$ cat src/rtl/traffic_ctrl_param.sv
// Parametrised 2..4 approach traffic-signal controller with demand-based approach skipping.
// Optional pedestrian walk phase is compiled in when TRAFFIC_PED_EN is defined.
module traffic_ctrl_param #(
    parameter int NUM_DIR      = 2,
    parameter int GREEN_TICKS  = 5,
    parameter int YELLOW_TICKS = 2,
    parameter int ALLRED_TICKS = 1,
    parameter int WALK_TICKS   = 3,
    parameter int CNT_W        = 8
) (
    input  logic               clk,
    input  logic               rst,
    input  logic               tick,
    input  logic [NUM_DIR-1:0] veh_req,
    input  logic               ped_req,
    output logic [NUM_DIR-1:0] green,
    output logic [NUM_DIR-1:0] yellow,
    output logic [NUM_DIR-1:0] red,
    output logic               walk,
    output logic [1:0]         active_dir
);

    // state     | meaning
    // ST_GREEN  | green lamp on approach dir
    // ST_YELLOW | yellow lamp on approach dir
    // ST_ALLRED | clearance, every approach red
    // ST_WALK   | every approach red, pedestrian walk lamp on
    localparam logic [1:0] ST_GREEN  = 2'd0;
    localparam logic [1:0] ST_YELLOW = 2'd1;
    localparam logic [1:0] ST_ALLRED = 2'd2;
    localparam logic [1:0] ST_WALK   = 2'd3;

    localparam logic [CNT_W-1:0] GREEN_LAST  = CNT_W'(GREEN_TICKS - 1);
    localparam logic [CNT_W-1:0] YELLOW_LAST = CNT_W'(YELLOW_TICKS - 1);
    localparam logic [CNT_W-1:0] ALLRED_LAST = CNT_W'(ALLRED_TICKS - 1);
    localparam logic [CNT_W-1:0] WALK_LAST   = CNT_W'(WALK_TICKS - 1);

    if (NUM_DIR < 2 || NUM_DIR > 4) begin : g_bad_num_dir
        $error("traffic_ctrl_param: NUM_DIR must be 2..4");
    end

    logic [1:0]       state;
    logic [1:0]       state_nxt;
    logic [1:0]       dir;
    logic [1:0]       dir_sel;
    logic [CNT_W-1:0] cnt;
    logic [CNT_W-1:0] dur_last;
    logic             phase_end;
    logic             ped_pend;
    logic             found;
    logic             cur_req;

    always_comb begin
        case (state)
            ST_GREEN:  dur_last = GREEN_LAST;
            ST_YELLOW: dur_last = YELLOW_LAST;
            ST_ALLRED: dur_last = ALLRED_LAST;
            default:   dur_last = WALK_LAST;
        endcase
    end

    assign phase_end = tick && (cnt == dur_last);

    always_comb begin
        case (state)
            ST_GREEN:  state_nxt = ST_YELLOW;
            ST_YELLOW: state_nxt = ST_ALLRED;
            ST_ALLRED: state_nxt = ped_pend ? ST_WALK : ST_GREEN;
            default:   state_nxt = ST_GREEN;
        endcase
    end

    // Nearest requesting approach after dir; fall back to re-serving dir, then plain round robin.
    always_comb begin
        dir_sel = 2'((int'(dir) + 1) % NUM_DIR);
        found   = 1'b0;
        cur_req = 1'b0;
        for (int k = 1; k < NUM_DIR; k++) begin
            for (int i = 0; i < NUM_DIR; i++) begin
                if (!found && veh_req[i] && (i == (int'(dir) + k) % NUM_DIR)) begin
                    dir_sel = 2'(i);
                    found   = 1'b1;
                end
            end
        end
        for (int i = 0; i < NUM_DIR; i++) begin
            if (i == int'(dir)) cur_req = veh_req[i];
        end
        if (!found && cur_req) dir_sel = dir;
    end

    always_ff @(posedge clk) begin
        if (rst) begin
            state <= ST_GREEN;
            dir   <= 2'd0;
            cnt   <= '0;
        end else if (tick) begin
            if (phase_end) begin
                state <= state_nxt;
                cnt   <= '0;
                if (state_nxt == ST_GREEN) dir <= dir_sel;
            end else begin
                cnt <= cnt + 1'b1;
            end
        end
    end

`ifdef TRAFFIC_PED_EN
    logic enter_walk;

    assign enter_walk = phase_end && (state == ST_ALLRED) && ped_pend;

    // Clearing on WALK entry takes priority over a request arriving on that same edge.
    always_ff @(posedge clk) begin
        if (rst)             ped_pend <= 1'b0;
        else if (enter_walk) ped_pend <= 1'b0;
        else if (ped_req)    ped_pend <= 1'b1;
    end
`else
    logic unused_ped_req;

    assign unused_ped_req = ped_req;
    assign ped_pend       = 1'b0;
`endif

    always_comb begin
        green  = '0;
        yellow = '0;
        for (int i = 0; i < NUM_DIR; i++) begin
            if (i == int'(dir)) begin
                green[i]  = (state == ST_GREEN);
                yellow[i] = (state == ST_YELLOW);
            end
        end
    end

    assign red        = ~(green | yellow);
    assign walk       = (state == ST_WALK);
    assign active_dir = dir;

endmodule

$ cat config.mk
export PLATFORM = sky130hd
export DESIGN_NAME = traffic_ctrl_param
export DESIGN_NICKNAME = d
export VERILOG_FILES = /design/src/rtl/traffic_ctrl_param.sv
export SDC_FILE = /design/constraint.sdc
export NUM_CORES = 1
export LEC_CHECK = 0
export BUFFER_PORTS_ARGS = -buffer_cell sky130_fd_sc_hd__buf_2
export CORE_MARGIN = 2
export CORE_UTILIZATION = 51
export DETAILED_ROUTE_END_ITERATION = 6
export GPL_TIMING_DRIVEN = 0
export PLACE_DENSITY = 0.76
export SYNTH_ARGS = -nofsm -noshare
export SYNTH_HDL_FRONTEND = slang
export SYNTH_SLANG_ARGS = --single-unit
$ cat constraint.sdc
create_clock -name clk -period 2.1 [get_ports clk]
set_clock_uncertainty 0.15 [all_clocks]
set_input_delay 0.315 -clock clk [delete_from_list [all_inputs] [get_ports clk]]
set_output_delay 0.315 -clock clk [all_outputs]
set_load 0.05 [all_outputs]
## Word-level counts from Yosys, hierarchy flattened

Index checks and enable logic that the tools add are counted.

- Register bits after elaboration: 12
- Bits in latches: 0
- RAM bits: 0
- Memory bits (read-only): 0
- Input port bits: 6
- Output and inout bits: 9
- Logic and storage cells: 41
- Memories kept: 0

- Add/subtract/negate cells: 2
- Multipliers: 0
- Divide/modulo/power cells: 0
- $lt $le $gt $ge: 0
- Eq/ne operators: 6
- Shift operators: 0
- Muxes and demuxes: 13
- Bitwise operators: 4
- Reductions and logical operators: 13

Operators with widths:

| operator | count |
|---|---|
| 32-bit zero test | 1 |
| 3-bit case mux with 3 select lines | 1 |
| 8-bit by 1-bit adder with 8-bit output (second input constant) | 1 |
| 8-bit == test | 1 |
| 1-bit two-way mux | 8 |
| 8-bit two-way mux | 1 |
| 2-bit zero test | 3 |
| 1-bit logical AND | 5 |
| 2-bit == test (first input constant) | 2 |
| 2-bit == test (second input constant) | 2 |
| 2-bit two-way mux | 2 |
| 2-bit case mux with 2 select lines | 1 |
| 4-bit AND reduction | 1 |
| 2-bit by 1-bit == test with 1-bit output (second input constant) | 1 |
| 1-bit zero test | 2 |
| 2-bit inverter | 1 |
| 2-bit OR | 1 |
| 2-bit AND reduction | 1 |
| 1-bit adder (second input constant) | 1 |
| 1-bit bitwise AND (first input constant) | 1 |
| 1-bit inverter | 1 |

## Logic depth before layout (Yosys ltp)

- Word-level depth: 13
- Mapped depth: 6
- Depth with buffers taken out: 5

## Worst setup path after synthesis

Ideal clock, no wire load.

- Kind: register -> output
- Start: register dir[0] (netlist: active_dir[0])
- End: output port green[1]
- Data arrival time: 1.943 ns
- Required time: 1.635 ns
- Path slack: -0.308 ns
- Stages on the path, launching flop included: 2
- Buffers on the path: 0
- Cell sequence: dfxtp_1 nor3b_1

- Longest elaborated chain between the ends: 2

Ends and longest elaborated chain:

| element | line | text |
|---|---|---|
| from (decl) | 44 | `logic [1:0] dir;` |
| from (signal assigned) | 101 | `if (state_nxt == ST_GREEN) dir <= dir_sel;` |
| 2-bit == test | 130 | `if (i == int'(dir)) begin` |
| 1-bit two-way mux | 130 |  |
| to (decl) | 16 | `output logic [NUM_DIR-1:0] green,` |

Every way passes these cells.

## Final worst setup path

- Start: register cnt[0]
- End: register state[0]

- Longest elaborated chain between the ends: 3

Ends and longest elaborated chain:

| element | line | text |
|---|---|---|
| from (decl) | 46 | `logic [CNT_W-1:0] cnt;` |
| from (signal assigned) | 103 | `cnt <= cnt + 1'b1;` |
| 8-bit == test | 62 | `assign phase_end = tick && (cnt == dur_last);` |
| 1-bit logical AND | 62 |  |
| 2-bit AND reduction (no line) | - |  |
| to (signal assigned) | 99 | `state <= state_nxt;` |
| to (decl) | 42 | `logic [1:0] state;` |

Every way passes these cells.
A chain may end at the register's enable or synchronous reset.

==> run_results.csv <==
group,metric,value,unit
worst_setup_path,crit_fanout,8,
synthesis,syn_inst,76,
power,switchingPower,101,µW
floorplan,rows,13,
hold_path,min_from,"tick",
place,numPortBuffers,11,
worst_setup_path,start_kind,"flip-flop",
drt,met2_length,682,µm
power,vdd_ir_drop_max,0.388,mV
sta,final_min_period_over_clock_period,0.852,
power,intPower,303,µW
place,dp_hpwl,970,µm
synthesis,synth_area_leaders,"dfxtp_1 (32%), nor3_1 (6.6%), xnor2_1 (6.5%)",
synthesis,synth_cell_type_count,34,
layout,final_nets,99,
drt,route.vias.total,584,
global_route,grt_use_total,0.210,
synthesis,syn_area_per_cell,8.92,µm²
power,clockPowerShare,0.359,
power,p_per_area,510,mW/mm²
worst_setup_path,cp.required,2110,ps
synthesis,ys_seq_area_frac,0.325,
layout,syn_to_final_growth,17.0,%
power,swShare,0.249,
layout,diodes,0,
sta,finalSetupViolations,0,
global_route,antenna_found_initial,0,
drt,avgViaCountPerCell,5.51,
sta,setup_slack,311,ps
floorplan,initial_core_util,0.535,
sta,fin_setup_tns,0,ps
sta,slew_viol_final,0,
worst_setup_path,arrival,1800,ps
synthesis,ys.flop_type,"dfxtp_1",
power,p_seq_frac,0.543,
sta,final_hold_viol_count,0,
sta,rsz0062_at_grt,"false",
synthesis,yosys_warnings,0,
floorplan,ios,15,
cts,post_cts_buffers,0,
global_route,grt_pass1_vias,545,
synthesis,yosys.area.top_type_share,0.325,
sta,min_period,1790,ps
global_route,grt_max_degree,11,
global_route,gr-total-overflow,0,
place,gp_congestion,0.700,
drt,drc,0,
place,dp_worst_setup_slack,332,ps
floorplan,die_width,40.5,µm
layout,fillers,119,
synthesis,synth_edf_count,0,
floorplan,core,0.00127,mm²
drt,drt-pass1-iter-count,4,
worst_setup_path,critical_path_class,"reg2reg",
synthesis,synth_seq_cells,11,
drt,ant_nets,0,
power,leakagePower,0.305,nW
layout,seq_area,220,µm²
cts,clk_latency,270,ps
drt,drtIter0Drc,9,
drt,detailroute.wirelength.met3,52,µm
worst_setup_path,end_kind,"flip-flop",
worst_setup_path,worstSetupStartpoint,"cnt[0]",
sta,fmax,559,MHz
drt,wirelength,1350,µm
cts,clk_pin_slew,70,ps
layout,drive_above_1_share,0.319,
cts,hold_buffers,0,
cts,root_buffer,"clkbuf_4",
synthesis,yosys.area.top_type,"dfxtp_1",
synthesis,syn_nets,83,
cts,cts_tree,"done",
floorplan,die_h,40.5,µm
synthesis,ys_async_sr_fraction,0,
synthesis,syn_area,678,µm²
global_route,grt_pass1_wl,2190,µm
power,power_frac_comb,0.098,
layout,multi_input_area,419,µm²
sta,hold-worst-slack,197,ps
cts,cts_resized,0,
status,outcome,"complete, no violations",
cts,cts.path.max_buffers,2,
drt,wl_per_cell,12.8,µm
worst_setup_path,r2r_start,"cnt[0]",
hold_path,hold_path.class,"in2reg",
job,cap_violations,0,
floorplan,die_area,0.00164,mm²
cts,cts_num_sinks,11,
drt,maxUsedRoutingLayer,"met4",
power,finalPower,404,µW
layout,post-route-util,0.625,
cts,cts_buffers,3,
drt,met1_length,585,µm
cts,h-tree-depth,1,
==> layout by cell type (no fill, tap or decap), types with 2 or more instances in the layout <==
cell	synthesis	final
nor2_1	3	3
nor4_1	2	2
xnor2_1	5	5
buf_2	1	12
nand4_1	3	3
nand2_1	6	6
clkbuf_1	1	2
nand3b_1	2	2
inv_1	2	2
or3b_2	2	2
xor2_1	3	3
clkbuf_4	0	3
nand2b_1	3	3
nor3_1	9	8
buf_6	2	2
nor3b_2	1	3
dfxtp_1	11	11
buf_4	2	2
==> logic make-up (layout without fill, tap and decap cells) <==
group / count (synthesis) / count (layout) / share of synthesized area
XOR/XNOR: 8 / 8 / 0.103
flip-flops: 11 / 11 / 0.325
multiplexers: 2 / 2 / 0.0314
other: 1 / 1 / 0.00553
AND/OR/NAND/NOR: 39 / 39 / 0.352
adder cells (fa/ha/maj): 1 / 1 / 0.0184
AO/OA/AOI/OAI: 6 / 6 / 0.0849
buffers and inverters: 8 / 23 / 0.0793
==> state kept, by name (all words and copies together), names as in the netlist <==
signal	cells
cnt	8
active_dir	1
state	2
==> per-layer routing <==
metal,global-route usage,vias up
li1,-,295
met1,0.220,272
met3,0.0500,5
met5,0,-
met4,0.100,0
met2,0.385,12
==> per-stage QoR <==
step                      area (µm²)  instances
after floorplan                  693         76
after global placement           767        102
after detailed placement         767        102
after CTS                        793        106
after global routing             793        106
final                            793        106
==> worst max-delay path: stages (launching register included) <==
cell and delay, ps:
dfxtp_1 480, nor4bb_1 300, a211oi_1 130, nor3b_2 260
mux2_2 360
==> final cells by class <==
| class | instances | share of cell area |
|---|---|---|
| Multi-Input combinational cell | 57 | 0.528 |
| Timing Repair Buffer | 11 | 0.0694 |
| Buffer | 6 | 0.0584 |
| Clock buffer | 4 | 0.0331 |
| Tap cell | 15 | 0.0237 |
| Inverter | 2 | 0.00946 |
| Sequential cell | 11 | 0.278 |
==> power by group through the flow <==
stage | Combinational [mW] | Sequential, mW | Clock (mW)
5_1_grt | 0.0430 | 0.221 | 0.159
6_report | 0.0396 | 0.220 | 0.145
3_5_place_dp | 0.0399 | 0.224 | 0
4_1_cts | 0.0399 | 0.219 | 0.152
2_1_floorplan | 0.0315 | 0.222 | 0
3_3_place_gp | 0.0387 | 0.224 | 0
==> synthesized netlist by cell type, types with 2 or more instances <==
cell and instances:
buf_6 2, or3b_2 2, nor4_1 2, dfxtp_1 11, nor3b_1 2, xnor2_1 5
buf_4 2, nor2_1 3, nor3_1 9, nand4_1 3, inv_1 2, nand3b_1 2
nand2b_1 3, nand2_1 6, xor2_1 3
==> final timing paths <==
| kind | endpoint | slack [ps] | depth (start not counted) |
|---|---|---|---|
| worst max register to register | state[0] | 310 | 4 |
| worst min register to register | cnt[7] | 400 | 2 |
| worst min-delay path | cnt[0] | 200 | 2 |
| worst max-delay path | state[0] | 310 | 4 |
(Power assumes the default switching activity.)
